==> config.mk <==
export PLATFORM = sky130hd
export DESIGN_NAME = add_result_fifo_flat
export DESIGN_NICKNAME = d
export VERILOG_FILES = /design/src/rtl/add_result_fifo_if.sv /design/src/rtl/add_result_fifo.sv /design/src/flat_wrapper.sv
export SDC_FILE = /design/constraint.sdc
export NUM_CORES = 1
export LEC_CHECK = 0
export ABC_AREA = 1
export CAP_MARGIN = 5
export CELL_PAD_IN_SITES_DETAIL_PLACEMENT = 1
export CELL_PAD_IN_SITES_GLOBAL_PLACEMENT = 1
export CORE_MARGIN = 5
export CORE_UTILIZATION = 25
export DETAILED_ROUTE_END_ITERATION = 7
export HOLD_SLACK_MARGIN = 0.06
export PLACE_DENSITY_LB_ADDON = 0.12
export SLEW_MARGIN = 40
export SYNTH_ARGS = -nofsm -noshare
export SYNTH_HDL_FRONTEND = slang
export SYNTH_SLANG_ARGS = --single-unit
==> constraint.sdc <==
create_clock -name clk -period 5.25 [get_ports clk]
set_clock_uncertainty 0.2 [all_clocks]
set_input_delay 1.3125 -clock clk [delete_from_list [all_inputs] [get_ports clk]]
set_output_delay 1.3125 -clock clk [all_outputs]
set_load 0.005 [all_outputs]
==> src/rtl/add_result_fifo_if.sv <==
// Valid/ready handshake bundle for the add/select result FIFO: producer side (in_*) and consumer side (out_*).
// The master modport is the environment that drives the producer and consumer; the slave modport is the FIFO.
interface add_result_fifo_if #(
  parameter int WIDTH = 4
);
  logic             in_valid;
  logic             in_ready;
  logic [WIDTH-1:0] in_sum;
  logic             in_co;
  logic             out_valid;
  logic             out_ready;
  logic [WIDTH-1:0] out_sum;
  logic             out_co;

  modport master (
    output in_valid, in_sum, in_co, out_ready,
    input  in_ready, out_valid, out_sum, out_co
  );

  modport slave (
    input  in_valid, in_sum, in_co, out_ready,
    output in_ready, out_valid, out_sum, out_co
  );
endinterface

==> src/rtl/add_result_fifo.sv <==
// First-word-fall-through capture FIFO for {CO,SUM} adder results with valid/ready handshakes on both sides.
// Optional saturating carry-out event counter enabled by defining ADD_RESULT_FIFO_CARRY_CNT_EN.
module add_result_fifo #(
  parameter int WIDTH = 4,
  parameter int DEPTH = 4,
  parameter int CNT_W = 8
) (
  input  logic                   clk,
  input  logic                   rst,
  add_result_fifo_if.slave       bus,
  output logic [$clog2(DEPTH):0] level,
  output logic [CNT_W-1:0]       carry_cnt
);

  localparam int PTR_W = $clog2(DEPTH);
  localparam int LVL_W = PTR_W + 1;

  typedef struct packed {
    logic             co;
    logic [WIDTH-1:0] sum;
  } entry_t;

  entry_t           mem_q [DEPTH];
  entry_t           head;
  logic [PTR_W-1:0] wr_ptr_q, wr_ptr_d;
  logic [PTR_W-1:0] rd_ptr_q, rd_ptr_d;
  logic [LVL_W-1:0] level_q, level_d;
  logic             push;
  logic             pop;

  // in_ready is decoded from registered occupancy and rst only, so out_ready never reaches it.
  assign bus.in_ready  = !rst && (level_q != LVL_W'(DEPTH));
  assign bus.out_valid = (level_q != '0);

  assign push = bus.in_valid  & bus.in_ready;
  assign pop  = bus.out_valid & bus.out_ready;

  // NOTE: every variable assigned in always_comb gets a default first, so no latch can be inferred.
  always_comb begin
    wr_ptr_d = wr_ptr_q;
    rd_ptr_d = rd_ptr_q;
    level_d  = level_q;
    if (push) wr_ptr_d = wr_ptr_q + 1'b1;
    if (pop)  rd_ptr_d = rd_ptr_q + 1'b1;
    unique case ({push, pop})
      2'b10:   level_d = level_q + 1'b1;
      2'b01:   level_d = level_q - 1'b1;
      default: level_d = level_q;
    endcase
  end

  // NOTE: sequential state uses non-blocking assignments; reset is synchronous, sampled on the clock edge.
  always_ff @(posedge clk) begin
    if (rst) begin
      wr_ptr_q <= '0;
      rd_ptr_q <= '0;
      level_q  <= '0;
    end else begin
      wr_ptr_q <= wr_ptr_d;
      rd_ptr_q <= rd_ptr_d;
      level_q  <= level_d;
    end
  end

  // NOTE: storage is deliberately not reset; stale words are never visible because the output is masked.
  always_ff @(posedge clk) begin
    if (push) mem_q[wr_ptr_q] <= '{co: bus.in_co, sum: bus.in_sum};
  end

  assign head        = mem_q[rd_ptr_q];
  assign bus.out_sum = bus.out_valid ? head.sum : '0;
  assign bus.out_co  = bus.out_valid ? head.co  : 1'b0;
  assign level       = level_q;

`ifdef ADD_RESULT_FIFO_CARRY_CNT_EN
  logic [CNT_W-1:0] cnt_q, cnt_d;

  always_comb begin
    cnt_d = cnt_q;
    if (push && bus.in_co && (cnt_q != '1)) cnt_d = cnt_q + 1'b1;
  end

  always_ff @(posedge clk) begin
    if (rst) cnt_q <= '0;
    else     cnt_q <= cnt_d;
  end

  assign carry_cnt = cnt_q;
`else
  assign carry_cnt = '0;
`endif

  occupancy_bounded: assert property (@(posedge clk) disable iff (rst) level_q <= LVL_W'(DEPTH));

endmodule

==> src/flat_wrapper.sv <==
// flat-port wrapper written by rule: the top's interface ports become plain ports
module add_result_fifo_flat 
#(
  parameter int WIDTH = 4,
  parameter int DEPTH = 4,
  parameter int CNT_W = 8
)
  (clk, rst, level, carry_cnt, bus_in_valid, bus_in_sum, bus_in_co, bus_out_ready, bus_in_ready, bus_out_valid, bus_out_sum, bus_out_co);
  add_result_fifo_if #(.WIDTH(WIDTH)) bus_i ();
  input  logic clk;
  input  logic rst;
  output logic [$clog2(DEPTH):0] level;
  output logic [CNT_W-1:0] carry_cnt;
  input wire logic [$bits(bus_i.in_valid)-1:0] bus_in_valid;
  input wire logic [$bits(bus_i.in_sum)-1:0] bus_in_sum;
  input wire logic [$bits(bus_i.in_co)-1:0] bus_in_co;
  input wire logic [$bits(bus_i.out_ready)-1:0] bus_out_ready;
  output wire logic [$bits(bus_i.in_ready)-1:0] bus_in_ready;
  output wire logic [$bits(bus_i.out_valid)-1:0] bus_out_valid;
  output wire logic [$bits(bus_i.out_sum)-1:0] bus_out_sum;
  output wire logic [$bits(bus_i.out_co)-1:0] bus_out_co;
  assign bus_i.in_valid = bus_in_valid;
  assign bus_i.in_sum = bus_in_sum;
  assign bus_i.in_co = bus_in_co;
  assign bus_i.out_ready = bus_out_ready;
  assign bus_in_ready = bus_i.in_ready;
  assign bus_out_valid = bus_i.out_valid;
  assign bus_out_sum = bus_i.out_sum;
  assign bus_out_co = bus_i.out_co;
  add_result_fifo #(.WIDTH(WIDTH), .DEPTH(DEPTH), .CNT_W(CNT_W)) u_core (.clk(clk), .rst(rst), .bus(bus_i), .level(level), .carry_cnt(carry_cnt));
endmodule
==> run summary, run 1 <==
Total number of vias: 955
Top cell family by delay on the critical path: buffers and inverters
Register area share after synthesis: 56.1%
Layout area overhead: 22.4%
Final WL: 2970 um
Crit Path Class: in2out
DIE AREA: 7160 um2
Core area: 5470 um2
Buf/Inv on CP: 2
IO buf count: 18
Pleak: 0.667 nW
CTS max path bufs: 2
Register area: 781 um2
Largest net degree at the start of global routing: 12
Total Power: 739 uW
Critical-path cell list: clkdlybuf4s50_1 -> a21oi_1 -> clkdlybuf4s50_1
Clk sinks: 29
Crit path max-delay cell type: clkdlybuf4s50_1
Post-layout min period: 4.06 ns
Net count, final: 176
Rel. slew slack: 64.3%
Ratio of cells with drive above 1 in the final layout: 11.1%
Row cnt: 27
Die H: 84.6 um
GRT Util Overall: 9.09%
Post-CTS setup buffers: 0
Total grt overflow: 0
Crit path max fanout: 3
First-pass GRT wire length: 5020 um
Number of global-route vias before repair: 1011
Post-layout util: 31.1%
Max Freq: 247 MHz
CP dominant cell by count: clkdlybuf4s50_1
Final period util: 77.2%
Detailed Route Iter0 Violations: 31
Post-DR wirelength/cell: 12.7 um
Crit path launch type: input pin
Initial antenna violation count: 0
Worst-margin pin slew: 0.533 ns
Status: finished, final reports clean
Mapped cell area: 1390 um2
Post_cts resized: 0
Required time worst endpoint: 3.74 ns
Number of remaining DRC errors: 0
Hold-fix buffers, CTS: 0
Max Cap Viol: 0
Fillers: 647
Yosys top cell by area: edfxtp_1
TritonCTS buffer count: 5
Setup WS pre-CTS: 1.20 ns
Final-report hold violation count: 0
Via-to-Cell Ratio: 4.08
Slowest Stage Delay on Critical Path: 0.54 ns
Dpl hpwl: 2290 um
DRT Pass-1 Iters: 4
Post-Syn Instances: 138
Min-Delay Path Class: reg2reg
Warnings from Yosys: 0
Routed Antenna Nets: 0
Multi-input logic area: 482 um2
Setup TNS Final: 0 ns
Initial core utilization: 25.4%
Worst Path Arrival: 2.54 ns
Final WS setup: 1.19 ns
Hold_ws: 0.314 ns
Inst Count DP: 226
Syn_area_per_cell: 10.1 um2
Root Buffer: clkbuf_8
Die W: 84.6 um
PwrDens: 434 nW/um2
# diodes: 0
CTS H-tree depth: 2
RSZ-0062 raised after global routing: false
Worst-Skew Late Latency: 0.27 ns
Count of cell types in the netlist: 21
Synth top area share: 43.1%
Layout Cells excl Fill: 234
GPL Wtd Cong: 0.722
Worst-path clk slew: 0.06 ns
DP Area: 1620 um2
Final setup vio count: 0
Peak supply drop: 0.166 mV
Seq cells post-synth: 29
Slew Viols, Final: 0
Final instance area: 1700 um2
# IOs: 27
Crit end category: output port
CTS tree: yes
Top post-synthesis cells by area: edfxtp_1, dfxtp_1, nor2_1, buf_4, inv_1
==> report_power, final <==
group	switching, mW	internal, mW	total, mW
Clock	0.0805	0.0916	0.172
Combinational	0.140	0.124	0.264
Sequential	0.0335	0.270	0.304
==> flip-flops by register name, summed over array words and instances, names as in the netlist, named ones only <==
signal / flops
u_core.level: 3
u_core.mem_q: 20
u_core.rd_ptr_q: 2
u_core.wr_ptr_q: 2
==> layout make-up <==
class | count | share of cell area [%]
flip-flops and latches | 29 | 45.8
multi-input cells | 87 | 28.3
repair buffers | 18 | 10.6
well taps | 72 | 5.29
inverters | 20 | 5.21
clock buffers | 6 | 4.26
clock inverters | 2 | 0.587
==> cells in the final DEF (no fill, tap or decap), drive strengths merged, types with 8 or more instances in the layout <==
cell type	Yosys	final
nor2	28	28
edfxtp	20	20
inv	19	19
clkdlybuf4s50	0	18
nand2	15	15
o21ai	12	12
a21oi	11	11
dfxtp	9	9
conb	1	8
==> metal layers <==
metal	vias up	wire [um]	track usage [%]
li1	479	-	-
met1	451	1330	10.4
met2	21	1480	15.8
met3	4	114	2.85
met4	0	41	3.45
met5	-	0	0
==> tightest hold or removal path, cell delays in order (launching register included) <==
cell and delay [ns]:
dfxtp_1 0.33, inv_1 0.09, a21oi_1 0.06
==> cell families (layout without fill, tap and decap cells) <==
family	count (synthesis)	count (layout)	share of synthesized area, %
other	1	8	0.269
AND/OR/NAND/NOR	50	50	18.0
adder cells (fa/ha/maj)	6	6	5.93
AO/OA/AOI/OAI	23	23	8.54
flip-flops	29	29	56.1
buffers and inverters	29	46	11.2
==> Yosys cell counts <==
master,instances
buf_4,9
nand3_1,4
conb_1,1
nor2_1,27
fa_1,1
a21oi_2,1
ha_1,5
inv_1,18
edfxtp_1,20
a21oi_1,10
nand4_1,1
nand3_2,1
inv_2,1
nand2_2,2
o21ai_0,12
nor2_4,1
nand2_1,10
nand2_4,3
dfxtp_1,9
nand3_4,1
bufinv_8,1
==> path summary, 6_finish.rpt <==
| kind | cells past startpoint | slack, ns | startpoint | endpoint |
|---|---|---|---|---|
| hold / removal | 2 | 0.31 | u_core.rd_ptr_q[0] | flip-flop |
| setup reg to reg | 13 | 3.16 | u_core.level[2] | u_core.level[2] |
| hold reg to reg | 2 | 0.31 | u_core.rd_ptr_q[0] | flip-flop |
| setup / recovery | 3 | 1.19 | rst | bus_in_ready |
Note: power is estimated with default switching activity, not from simulation.
==> inputs of run 2 (changes only) <==
==> constraint.sdc (replaced) <==
create_clock -name clk -period 4.1 [get_ports clk]
set_clock_uncertainty 0.2 [all_clocks]
set_input_delay 1.025 -clock clk [delete_from_list [all_inputs] [get_ports clk]]
set_output_delay 1.025 -clock clk [all_outputs]
set_load 0.005 [all_outputs]
==> run summary, run 2 (synthesized netlist as in run 1, its figures left out) <==
Top cell family by delay on the critical path: buffers and inverters
First-pass GRT wire length: 5110 um
CTS tree: yes
Largest reg by FF count: u_core.mem_q
Root Buffer: clkbuf_8
Setup TNS Final: 0 ns
Post_cts resized: 0
Buf/Inv on CP: 2
Most frequent cells in the layout: nor2_1, edfxtp_1, inv_1, clkdlybuf4s50_1, o21ai_0
Crit path max-delay cell type: clkdlybuf4s50_1
Critical-path cell list: clkdlybuf4s50_1 -> a21oi_1 -> clkdlybuf4s50_1
Final period util: 84.1%
Total grt overflow: 0
Number of remaining DRC errors: 0
Worst-margin pin slew: 0.549 ns
Slowest Stage Delay on Critical Path: 0.54 ns
IO buf count: 18
Initial core utilization: 25.4%
Ratio of cells with drive above 1 in the final layout: 11.1%
CP dominant cell by count: clkdlybuf4s50_1
TritonCTS buffer count: 5
RSZ-0062 raised after global routing: false
Required time worst endpoint: 2.87 ns
Most common cell after layout, fill and taps aside: nor2_1
Largest net degree at the start of global routing: 12
Max reg flops: 20
Detailed Route Iter0 Violations: 25
Peak supply drop: 0.164 mV
DIE AREA: 7160 um2
Max Cap Viol: 0
Pleak: 0.674 nW
Final setup vio count: 0
Post-DR wirelength/cell: 13.0 um
# diodes: 0
Die W: 84.6 um
Net count, final: 176
Post-CTS setup buffers: 0
Row cnt: 27
Dpl hpwl: 2250 um
Worst Path Arrival: 2.22 ns
Initial antenna violation count: 0
Total number of vias: 958
PwrDens: 587 nW/um2
Worst-path clk slew: 0.07 ns
# IOs: 27
Max Freq: 290 MHz
Crit path launch type: input pin
Status: finished, final reports clean
CTS max path bufs: 2
Final-report hold violation count: 0
Via-to-Cell Ratio: 4.09
Clk sinks: 29
Min-Delay Path Class: reg2reg
Final WL: 3050 um
Crit path max fanout: 3
Total Power: 1.02 mW
Rel. slew slack: 63.3%
Crit Path Class: in2out
Layout area overhead: 24.3%
GRT Util Overall: 9.23%
GPL Wtd Cong: 0.722
Worst-Skew Late Latency: 0.28 ns
Core area: 5470 um2
Routed Antenna Nets: 0
Slew Viols, Final: 0
Number of global-route vias before repair: 1020
Crit end category: output port
Hold-fix buffers, CTS: 0
Post-layout min period: 3.45 ns
Die H: 84.6 um
CTS H-tree depth: 2
DRT Pass-1 Iters: 4
[run 2: final cells by class]
cell class | instances | area, um2
fillers | 638 | 3740
clock buffers | 5 | 68.8
clock inverters | 3 | 41.3
flip-flops and latches | 29 | 781
repair buffers | 18 | 180
inverters | 20 | 88.8
well taps | 72 | 90.1
multi-input cells | 87 | 482
[run 2: per-stage QoR]
step	setup slack, ns	cells	hold slack, ns	utilization, %	cell area (um2)
floorplan	1.63	145	0.257	-	1420
global placement	0.653	226	0.305	29.6	1620
detailed placement	0.635	226	0.309	29.6	1620
CTS	0.624	234	0.319	31.6	1730
global route	0.575	234	0.346	31.6	1730
finish	0.650	234	0.314	31.6	1730
[run 2: power breakdown]
group          switching, mW  internal (mW)  leakage, nW
clock                  0.112          0.179       0.0518
sequential            0.0426          0.346        0.255
combinational          0.179          0.159        0.366
[run 2: path summary, 6_finish.rpt]
kind	start	end	slack, ns	cells after the start
min	u_core.wr_ptr_q[1]	u_core.wr_ptr_q[1]	0.31	2
max reg2reg	u_core.level[2]	u_core.level[2]	2.03	13
max	rst	bus_in_ready	0.65	3
min reg2reg	u_core.wr_ptr_q[1]	u_core.wr_ptr_q[1]	0.31	2
[run 2: layer usage]
metal	vias to the layer above	wire [um]	GRT usage, %
met5	-	0	0
met4	0	22	3.45
met3	2	123	2.85
met2	18	1540	15.7
met1	460	1370	10.9
li1	478	-	-
[run 2: worst register-to-register path, delay by kind of cell, from the launching register on]
kind | cells | cell delay (ns)
fa+ha+maj | 2 | 0.57
simple gates | 7 | 0.45
flops | 1 | 0.44
buf+inv | 4 | 0.31
==> inputs of run 3 (changes only) <==
==> constraint.sdc (replaced) <==
create_clock -name clk -period 3.4 [get_ports clk]
set_clock_uncertainty 0.2 [all_clocks]
set_input_delay 0.85 -clock clk [delete_from_list [all_inputs] [get_ports clk]]
set_output_delay 0.85 -clock clk [all_outputs]
set_load 0.005 [all_outputs]
==> run summary, run 3 (synthesized netlist as in run 1, its figures left out) <==
Root Buffer: clkbuf_8
Fillers: 643
Core area: 5470 um2
Worst Path Arrival: 2.04 ns
Ratio of cells with drive above 1 in the final layout: 11.1%
Layout area overhead: 24.3%
Dpl hpwl: 2250 um
# IOs: 27
CTS max path bufs: 2
Row cnt: 27
Pleak: 0.674 nW
Crit path max fanout: 3
Most frequent cells in the layout: nor2_1, edfxtp_1, inv_1, clkdlybuf4s50_1, o21ai_0
Post_cts resized: 0
GPL Wtd Cong: 0.721
Via-to-Cell Ratio: 3.94
Total number of vias: 921
Initial core utilization: 25.4%
Post-layout min period: 3.09 ns
First-pass GRT wire length: 5040 um
Worst reg-to-reg path cell count: 13
Worst Setup EP: bus_in_ready
Final instance area: 1730 um2
Final WL: 2910 um
Routed Antenna Nets: 0
Post-DR wirelength/cell: 12.4 um
Max Cap Viol: 0
Crit path launch type: input pin
CTS tree: yes
Setup TNS Final: 0 ns
Hold_ws: 0.311 ns
Max Freq: 324 MHz
DIE AREA: 7160 um2
R2R Setup Slk: 1.33 ns
Worst-Skew Late Latency: 0.27 ns
Final-report hold violation count: 0
Slew Viols, Final: 0
Final period util: 90.9%
Crit end category: output port
Peak supply drop: 0.255 mV
R2r startpoint: u_core.level[0]
Initial antenna violation count: 0
Number of remaining DRC errors: 0
# diodes: 0
Clk sinks: 29
Min-Delay Path Class: reg2reg
CTS H-tree depth: 2
Net count, final: 176
Crit Path Class: in2out
Total Power: 1.22 mW
Final setup vio count: 0
DP Area: 1620 um2
GRT Util Overall: 9.15%
DRT Pass-1 Iters: 3
Worst Setup SP: rst
RSZ-0062 raised after global routing: false
Detailed Route Iter0 Violations: 26
FF-to-FF End: u_core.level[2]
Worst-margin pin slew: 0.551 ns
Max reg flops: 20
Hold-fix buffers, CTS: 0
PwrDens: 702 nW/um2
TritonCTS buffer count: 5
Die H: 84.6 um
IO buf count: 18
Number of global-route vias before repair: 1020
Most common cell after layout, fill and taps aside: nor2_1
Die W: 84.6 um
Total grt overflow: 0
Largest reg by FF count: u_core.mem_q
Status: finished, final reports clean
Worst-path clk slew: 0.06 ns
Post-CTS setup buffers: 0
Rel. slew slack: 63.2%
Required time worst endpoint: 2.35 ns
Largest net degree at the start of global routing: 12
-- run 3: cell counts in the layout (fill, tap and decap cells not counted) --
No cell type changed its count.
-- run 3: worst max-delay path, cell delays in order --
cell	delay, ns
clkdlybuf4s50_1	0.47
a21oi_1	0.19
clkdlybuf4s50_1	0.53
-- run 3: power by group --
group / internal [mW] / switching [mW] / total (mW)
clock network: 0.215 / 0.128 / 0.344
registers: 0.417 / 0.0502 / 0.467
logic: 0.191 / 0.215 / 0.405
-- run 3: final cells by class --
| type | count | area (um2) | share of cell area [%] |
|---|---|---|---|
| Sequential cell | 29 | 781 | 45.1 |
| Tap cell | 72 | 90.1 | 5.20 |
| Multi-Input combinational cell | 87 | 482 | 27.8 |
| Clock buffer | 5 | 68.8 | 3.97 |
| Timing Repair Buffer | 18 | 180 | 10.4 |
| Inverter | 20 | 88.8 | 5.13 |
| Clock inverter | 3 | 41.3 | 2.38 |
-- run 3: through the flow --
step,util [%],instances,setup slack (ns)
2_1_floorplan,-,145,1.10
3_3_place_gp,29.6,226,0.303
3_5_place_dp,29.6,226,0.305
4_1_cts,31.6,234,0.288
5_1_grt,31.6,234,0.220
6_report,31.6,234,0.310
-- run 3: how the worst min path moves through the flow --
stage                                   from  cells after the start                  to  slack (ns)
after floorplan           u_core.rd_ptr_q[1]                      2           flip-flop        0.26
after global placement    u_core.rd_ptr_q[0]                      2  u_core.rd_ptr_q[0]        0.31
after detailed placement  u_core.wr_ptr_q[1]                      2  u_core.wr_ptr_q[1]        0.31
after CTS                 u_core.wr_ptr_q[1]                      2  u_core.wr_ptr_q[1]        0.32
after global routing      u_core.wr_ptr_q[1]                      2  u_core.wr_ptr_q[1]        0.37
final                     u_core.wr_ptr_q[1]                      2  u_core.wr_ptr_q[1]        0.31
-- run 3: metal layers --
| layer | wire (um) | share of wire [%] | global-route usage, % |
|---|---|---|---|
| met1 | 1330 | 45 | 11.3 |
| met2 | 1430 | 49 | 14.7 |
| met3 | 123 | 4.2 | 3.04 |
| met4 | 38 | 1.3 | 3.45 |
| met5 | 0 | 0 | 0 |
